`src/rtl/reg_file_sweep_pkg.sv`:
```
// Shared types and defaults for the sweeping register file.
package reg_file_sweep_pkg;

    typedef enum logic [1:0] {
        StIdle  = 2'd0,
        StSweep = 2'd1,
        StDone  = 2'd2
    } sweep_state_e;

    localparam int unsigned DefDataW = 8;
    localparam int unsigned DefAddrW = 3;

endpackage

```
`src/rtl/reg_file_sweep_if.sv`:
```
// Write/read/clear bus of the register file; master drives requests, slave returns data and status.
interface reg_file_sweep_if
    import reg_file_sweep_pkg::*;
#(
    parameter int unsigned DATA_W = DefDataW,
    parameter int unsigned ADDR_W = DefAddrW
);
    logic              WRITE;
    logic [ADDR_W-1:0] INADDRESS;
    logic [DATA_W-1:0] IN;
    logic [ADDR_W-1:0] OUT1ADDRESS;
    logic [ADDR_W-1:0] OUT2ADDRESS;
    logic [DATA_W-1:0] OUT1;
    logic [DATA_W-1:0] OUT2;
    logic              CLEAR;
    logic              BUSY;
    logic              CLEAR_DONE;
    logic              WRITE_ERR;

    modport master (
        output WRITE, INADDRESS, IN, OUT1ADDRESS, OUT2ADDRESS, CLEAR,
        input  OUT1, OUT2, BUSY, CLEAR_DONE, WRITE_ERR
    );

    modport slave (
        input  WRITE, INADDRESS, IN, OUT1ADDRESS, OUT2ADDRESS, CLEAR,
        output OUT1, OUT2, BUSY, CLEAR_DONE, WRITE_ERR
    );
endinterface

```
`src/rtl/reg_sweep_ctrl.sv`:
```
// Clear-sweep sequencer: walks a pointer over every register, blocks writes meanwhile
// and flags the writes it drops.
module reg_sweep_ctrl
    import reg_file_sweep_pkg::*;
#(
    parameter int unsigned ADDR_W = DefAddrW
) (
    input  logic              clk_i,
    input  logic              rst_i,
    input  logic              write_i,
    input  logic              write_masked_i,
    input  logic              clear_i,
    output logic              write_accept_o,
    output logic              sweep_o,
    output logic [ADDR_W-1:0] ptr_o,
    output logic              busy_o,
    output logic              clear_done_o,
    output logic              write_err_o
);
    localparam logic [ADDR_W-1:0] LastPtr = ADDR_W'((1 << ADDR_W) - 1);

    sweep_state_e      state_q;
    logic [ADDR_W-1:0] ptr_q;
    logic              busy_q;
    logic              done_q;
    logic              err_q;

    always_ff @(posedge clk_i) begin
        if (rst_i) begin
            state_q <= StIdle;
            ptr_q   <= '0;
            busy_q  <= 1'b0;
            done_q  <= 1'b0;
            err_q   <= 1'b0;
        end else begin
            // Writes to a hard-wired zero register vanish silently, even mid-sweep.
            err_q  <= write_i && (state_q == StSweep) && !write_masked_i;
            done_q <= 1'b0;
            unique case (state_q)
                StIdle: begin
                    if (clear_i) begin
                        state_q <= StSweep;
                        ptr_q   <= '0;
                        busy_q  <= 1'b1;
                    end
                end
                StSweep: begin
                    ptr_q <= ptr_q + 1'b1;
                    if (ptr_q == LastPtr) begin
                        state_q <= StDone;
                        busy_q  <= 1'b0;
                        done_q  <= 1'b1;
                    end
                end
                StDone:  state_q <= StIdle;
                default: state_q <= StIdle;
            endcase
        end
    end

    assign sweep_o        = (state_q == StSweep);
    assign write_accept_o = write_i && !rst_i && (state_q != StSweep);
    assign ptr_o          = ptr_q;
    assign busy_o         = busy_q;
    assign clear_done_o   = done_q;
    assign write_err_o    = err_q;

endmodule

```
`src/rtl/reg_file_sweep.sv`:
```
// Parametrised register file: one synchronous write port, two combinational read ports,
// optional write-to-read bypass, optional zero register and a multi-cycle clear sweep.
module reg_file_sweep
    import reg_file_sweep_pkg::*;
#(
    parameter int unsigned DATA_W    = DefDataW,
    parameter int unsigned ADDR_W    = DefAddrW,
    parameter bit          BYPASS    = 1'b1,
    parameter bit          ZERO_REG0 = 1'b0
) (
    input logic             CLK,
    input logic             RESET,
    reg_file_sweep_if.slave bus
);
    localparam int unsigned DEPTH = 1 << ADDR_W;

    logic [DATA_W-1:0] regs_q [DEPTH];

    logic              write_accept;
    logic              write_masked;
    logic              write_en;
    logic              sweep_act;
    logic [ADDR_W-1:0] sweep_ptr;
    logic              busy;
    logic              clear_done;
    logic              write_err;

    assign write_masked = ZERO_REG0 && (bus.INADDRESS == '0);
    assign write_en     = write_accept && !write_masked;

    reg_sweep_ctrl #(
        .ADDR_W (ADDR_W)
    ) u_ctrl (
        .clk_i          (CLK),
        .rst_i          (RESET),
        .write_i        (bus.WRITE),
        .write_masked_i (write_masked),
        .clear_i        (bus.CLEAR),
        .write_accept_o (write_accept),
        .sweep_o        (sweep_act),
        .ptr_o          (sweep_ptr),
        .busy_o         (busy),
        .clear_done_o   (clear_done),
        .write_err_o    (write_err)
    );

    always_ff @(posedge CLK) begin
        if (RESET) begin
            for (int unsigned i = 0; i < DEPTH; i++) begin
                regs_q[i] <= '0;
            end
        end else begin
            // Sweep and accepted write are mutually exclusive, so they never collide.
            if (sweep_act) begin
                regs_q[sweep_ptr] <= '0;
            end
            if (write_en) begin
                regs_q[bus.INADDRESS] <= bus.IN;
            end
        end
    end

    function automatic logic [DATA_W-1:0] read_port(input logic [ADDR_W-1:0] addr);
        logic [DATA_W-1:0] val;
        val = regs_q[addr];
        if (BYPASS) begin
            if (write_en && (bus.INADDRESS == addr)) begin
                val = bus.IN;
            end else if (sweep_act && (sweep_ptr == addr)) begin
                val = '0;
            end
        end
        if (ZERO_REG0 && (addr == '0)) begin
            val = '0;
        end
        return val;
    endfunction

    assign bus.OUT1       = read_port(bus.OUT1ADDRESS);
    assign bus.OUT2       = read_port(bus.OUT2ADDRESS);
    assign bus.BUSY       = busy;
    assign bus.CLEAR_DONE = clear_done;
    assign bus.WRITE_ERR  = write_err;

endmodule

```
`src/flat_wrapper.sv`:
```
// flat-port wrapper written by rule: the top's interface ports become plain ports
module reg_file_sweep_flat import reg_file_sweep_pkg::*;
#(
    parameter int unsigned DATA_W    = DefDataW,
    parameter int unsigned ADDR_W    = DefAddrW,
    parameter bit          BYPASS    = 1'b1,
    parameter bit          ZERO_REG0 = 1'b0
)
  (CLK, RESET, bus_WRITE, bus_INADDRESS, bus_IN, bus_OUT1ADDRESS, bus_OUT2ADDRESS, bus_CLEAR, bus_OUT1, bus_OUT2, bus_BUSY, bus_CLEAR_DONE, bus_WRITE_ERR);
  reg_file_sweep_if #(.DATA_W(DATA_W), .ADDR_W(ADDR_W)) bus_i ();
  input logic CLK;
  input logic RESET;
  input wire logic [$bits(bus_i.WRITE)-1:0] bus_WRITE;
  input wire logic [$bits(bus_i.INADDRESS)-1:0] bus_INADDRESS;
  input wire logic [$bits(bus_i.IN)-1:0] bus_IN;
  input wire logic [$bits(bus_i.OUT1ADDRESS)-1:0] bus_OUT1ADDRESS;
  input wire logic [$bits(bus_i.OUT2ADDRESS)-1:0] bus_OUT2ADDRESS;
  input wire logic [$bits(bus_i.CLEAR)-1:0] bus_CLEAR;
  output wire logic [$bits(bus_i.OUT1)-1:0] bus_OUT1;
  output wire logic [$bits(bus_i.OUT2)-1:0] bus_OUT2;
  output wire logic [$bits(bus_i.BUSY)-1:0] bus_BUSY;
  output wire logic [$bits(bus_i.CLEAR_DONE)-1:0] bus_CLEAR_DONE;
  output wire logic [$bits(bus_i.WRITE_ERR)-1:0] bus_WRITE_ERR;
  assign bus_i.WRITE = bus_WRITE;
  assign bus_i.INADDRESS = bus_INADDRESS;
  assign bus_i.IN = bus_IN;
  assign bus_i.OUT1ADDRESS = bus_OUT1ADDRESS;
  assign bus_i.OUT2ADDRESS = bus_OUT2ADDRESS;
  assign bus_i.CLEAR = bus_CLEAR;
  assign bus_OUT1 = bus_i.OUT1;
  assign bus_OUT2 = bus_i.OUT2;
  assign bus_BUSY = bus_i.BUSY;
  assign bus_CLEAR_DONE = bus_i.CLEAR_DONE;
  assign bus_WRITE_ERR = bus_i.WRITE_ERR;
  reg_file_sweep #(.DATA_W(DATA_W), .ADDR_W(ADDR_W), .BYPASS(BYPASS), .ZERO_REG0(ZERO_REG0)) u_core (.CLK(CLK), .RESET(RESET), .bus(bus_i));
endmodule
```
`config.mk`:
```
export PLATFORM = sky130hd
export DESIGN_NAME = reg_file_sweep_flat
export DESIGN_NICKNAME = d
export VERILOG_FILES = /design/src/rtl/reg_file_sweep_pkg.sv /design/src/rtl/reg_file_sweep_if.sv /design/src/rtl/reg_sweep_ctrl.sv /design/src/rtl/reg_file_sweep.sv /design/src/flat_wrapper.sv
export SDC_FILE = /design/constraint.sdc
export NUM_CORES = 1
export LEC_CHECK = 0
export CAP_MARGIN = 20
export CORE_UTILIZATION = 33
export DETAILED_ROUTE_END_ITERATION = 8
export PLACE_DENSITY = 0.57
export SETUP_SLACK_MARGIN = 0.4
export SLEW_MARGIN = 10
export SYNTH_ARGS = -nofsm -noshare
export SYNTH_HDL_FRONTEND = slang
export SYNTH_SLANG_ARGS = --single-unit
```
`constraint.sdc`:
```
create_clock -name CLK -period 4.4 [get_ports CLK]
set_clock_uncertainty 0.15 [all_clocks]
set_input_delay 0.88 -clock CLK [delete_from_list [all_inputs] [get_ports CLK]]
set_output_delay 0.88 -clock CLK [all_outputs]
set_load 0.03 [all_outputs]
```
==> results.md <==
* Max_cap viols at 0
* Final core occ at 41.5%
* Total track usage at 19.3%
* Vias in the first global route at 2,968
* Post-synthesis async set-or-reset flop share at 0%
* # IOs at 40
* Routed Antenna Nets at 0
* DRC marker count from the first detailed-route iteration at 170
* Final #Nets at 375
* Worst-path clk slew at 0.06 ns
* Avg Cell Area, Syn at 13.6 sq um
* Syn Inst Count at 307
* Core Rows at 40
* Mapped Nets at 330
* Sequential fraction of the synthesis area at 49.8%
* Status: complete, no violations
* GRT Residual Overflow at 0
* Kind of critical path: primary input to primary output
* Leak at 1.88 nW
* WL per Instance at 22.6 um
* DP Cell Count at 509
* Global placer's final weighted congestion at 0.909
* Post-CTS Setup Repair Bufs at 0
* CTS tree: built
* Worst VDD drop at 198 uV
* Most numerous cell in the Yosys netlist: nor2_1
* Largest net degree at the start of global routing at 19
* RSZ-0062 raised after global routing: no
* Die area at 0.0131 sq mm
* Worst slew pin tran at 0.676 ns
* Worst-Skew Late Latency at 0.34 ns
* Sink Count at 72
* Commonest cells in the synthesized netlist: nor2_1 (69), edfxtp_1 (64), nand2_1 (19)
* Leading post-synthesis cells by cell area: edfxtp_1 (46%), mux4_1 (11%), mux4_2 (7.5%), nor2_1 (6.2%), mux2_2 (4.3%)
* Top FF cell, synth: edfxtp_1
* CTS Buffer Depth at 2
* Final hold slack at 0.360 ns
* Maximum clock rate at 256 MHz
* DRC errors left at 0
* Setup TNS at 0 ns
* Synth Register Bits at 72
* Yosys warning count at 0
* Critical-path maximum fanout at 18
* Number of distinct library cells after synthesis at 36
* Vias after detailed routing at 2,854
* Top cell type's share of synthesized area at 46.0%
* Crit. End Element: primary output
* Min cycle time layout at 3.90 ns
* Critical Path AT at 2.87 ns
* Initial antenna violation count at 0
* Core area at 0.0122 sq mm
* Share of layout cells above drive strength 1 at 25.5%
* Worst min-delay path category: register to register
* Worst slew margin at 54.8%
* Layout area overhead at 20.8%
* Crit share post-route at 88.6%
* Number of flops mapped to enable cells by yosys at 64
* Htree depth at 3
* Setup-failing EPs final at 0
* Fin. Hold Viols at 0
* FILL cells at 1,125
* Cell Area, Synth at 0.00418 sq mm
* Fin cells at 525
* Initial Utilization at 34.4%
* CP Launch Type: primary input
* Clock Tree Root: clkbuf_16
* Post-route cell area at 0.00505 sq mm
* Post-Route WL at 11,800 um
* DR vias/cell at 5.44
* First-pass GRT wire length at 17,700 um
* Post-detail-place hpwl at 7750 um
* PortBufs at 39
* Required @ worst endpoint at 3.37 ns
* FF+latch area at 0.00208 sq mm
* First-pass detailed-route iteration total at 4
* Slew Limit Fails at 0
* Multi-input gate area at 0.00194 sq mm
* Synth area leader: edfxtp_1
* Die width at 115 um
* P per Cell Area at 371 mW/mm^2
* N_diodes at 0
* Chip height at 115 um
* Placed cell area at 0.00473 sq mm
* Clock buffer count from CTS at 9
## timing repair
action,CTS,global route
hold buffers,0,0
resized for setup,0,2
setup endpoints to repair,0,8
## stage by stage
| step | setup slack, ns | power, mW |
|---|---|---|
| 2_1_floorplan | 1.08 | 0.989 |
| 3_3_place_gp | 0.441 | 1.09 |
| 3_5_place_dp | 0.415 | 1.10 |
| 4_1_cts | 0.405 | 1.88 |
| 5_1_grt | 0.404 | 1.92 |
| 6_report | 0.500 | 1.88 |
## power breakdown
part	internal (mW)	leakage [nW]	switching (mW)	total [mW]
sequential	0.772	0.730	0.0168	0.789
clock	0.499	0.157	0.293	0.793
combinational	0.131	0.997	0.163	0.294
## cell families (layout without fill, tap and decap cells)
family                     after synthesis  in the layout  share of synthesized area (%)
DFF                                     72             72                           49.8
AOI/OAI and AO/OA                       38             38                           7.90
muxes                                   50             50                           23.7
adders and majority gates                2              2                          0.599
and+or+nand+nor                        111            111                           11.6
buffers and inverters                   22             72                           3.83
xor gates and xnor gates                12             12                           2.51
## registers in the layout, summed over array words and instances (netlist names)
signal and cells:
u_core.u_ctrl.clear_done_o 1, u_core.u_ctrl.write_err_o 1, u_core.regs_q 64, u_core.u_ctrl.busy_o 1
u_core.u_ctrl.state_q 2, u_core.u_ctrl.ptr_o 3
## area by class of cell
cell class	instances	area share, %
Clock inverter	6	1.81
Inverter	2	0.149
Multi-Input combinational cell	213	38.4
Clock buffer	10	4.53
Tap cell	168	4.16
Sequential cell	72	41.2
Timing Repair Buffer	54	9.71
## per-layer routing
layer	wire length (um)	GRT usage, %	part of all wire, %	up-vias
met3	665	4.18	5.6	20
met1	5150	24.3	43	1442
met2	5740	32.0	48	110
li1	-	-	-	1282
met5	0	0	0	-
met4	291	8.31	2.5	0
## layout by cell type (no fill, tap or decap), types with 3 or more instances in the layout
cell,count
mux4_1,18
o211ai_2,8
mux2_2,16
a22o_1,16
mux4_2,14
clkdlybuf4s50_1,22
nand2_1,19
nor3_1,6
nor2_1,69
nand2b_1,5
clkbuf_16,9
a21oi_1,5
xor2_1,12
dfxtp_1,8
nor4_1,3
nor2b_1,3
edfxtp_1,64
buf_4,29
## critical path: stages
cell             delay (ns)
clkdlybuf4s50_1        0.52
buf_12                 0.20
mux4_1                 0.59
mux2_2                 0.28
a22o_1                 0.23
buf_4                  0.17
## path summary, 6_finish.rpt
kind	startpoint	endpoint	slack, ns	cells after the start
min reg2reg	u_core.u_ctrl.busy_o	u_core.u_ctrl.busy_o	0.36	2
min	u_core.u_ctrl.busy_o	u_core.u_ctrl.busy_o	0.36	2
max reg2reg	u_core.u_ctrl.state_q[1]	u_core.regs_q[2][7]	1.69	4
max	bus_OUT1ADDRESS[0]	bus_OUT1[6]	0.50	6
Note: power is estimated with default switching activity, not from simulation.
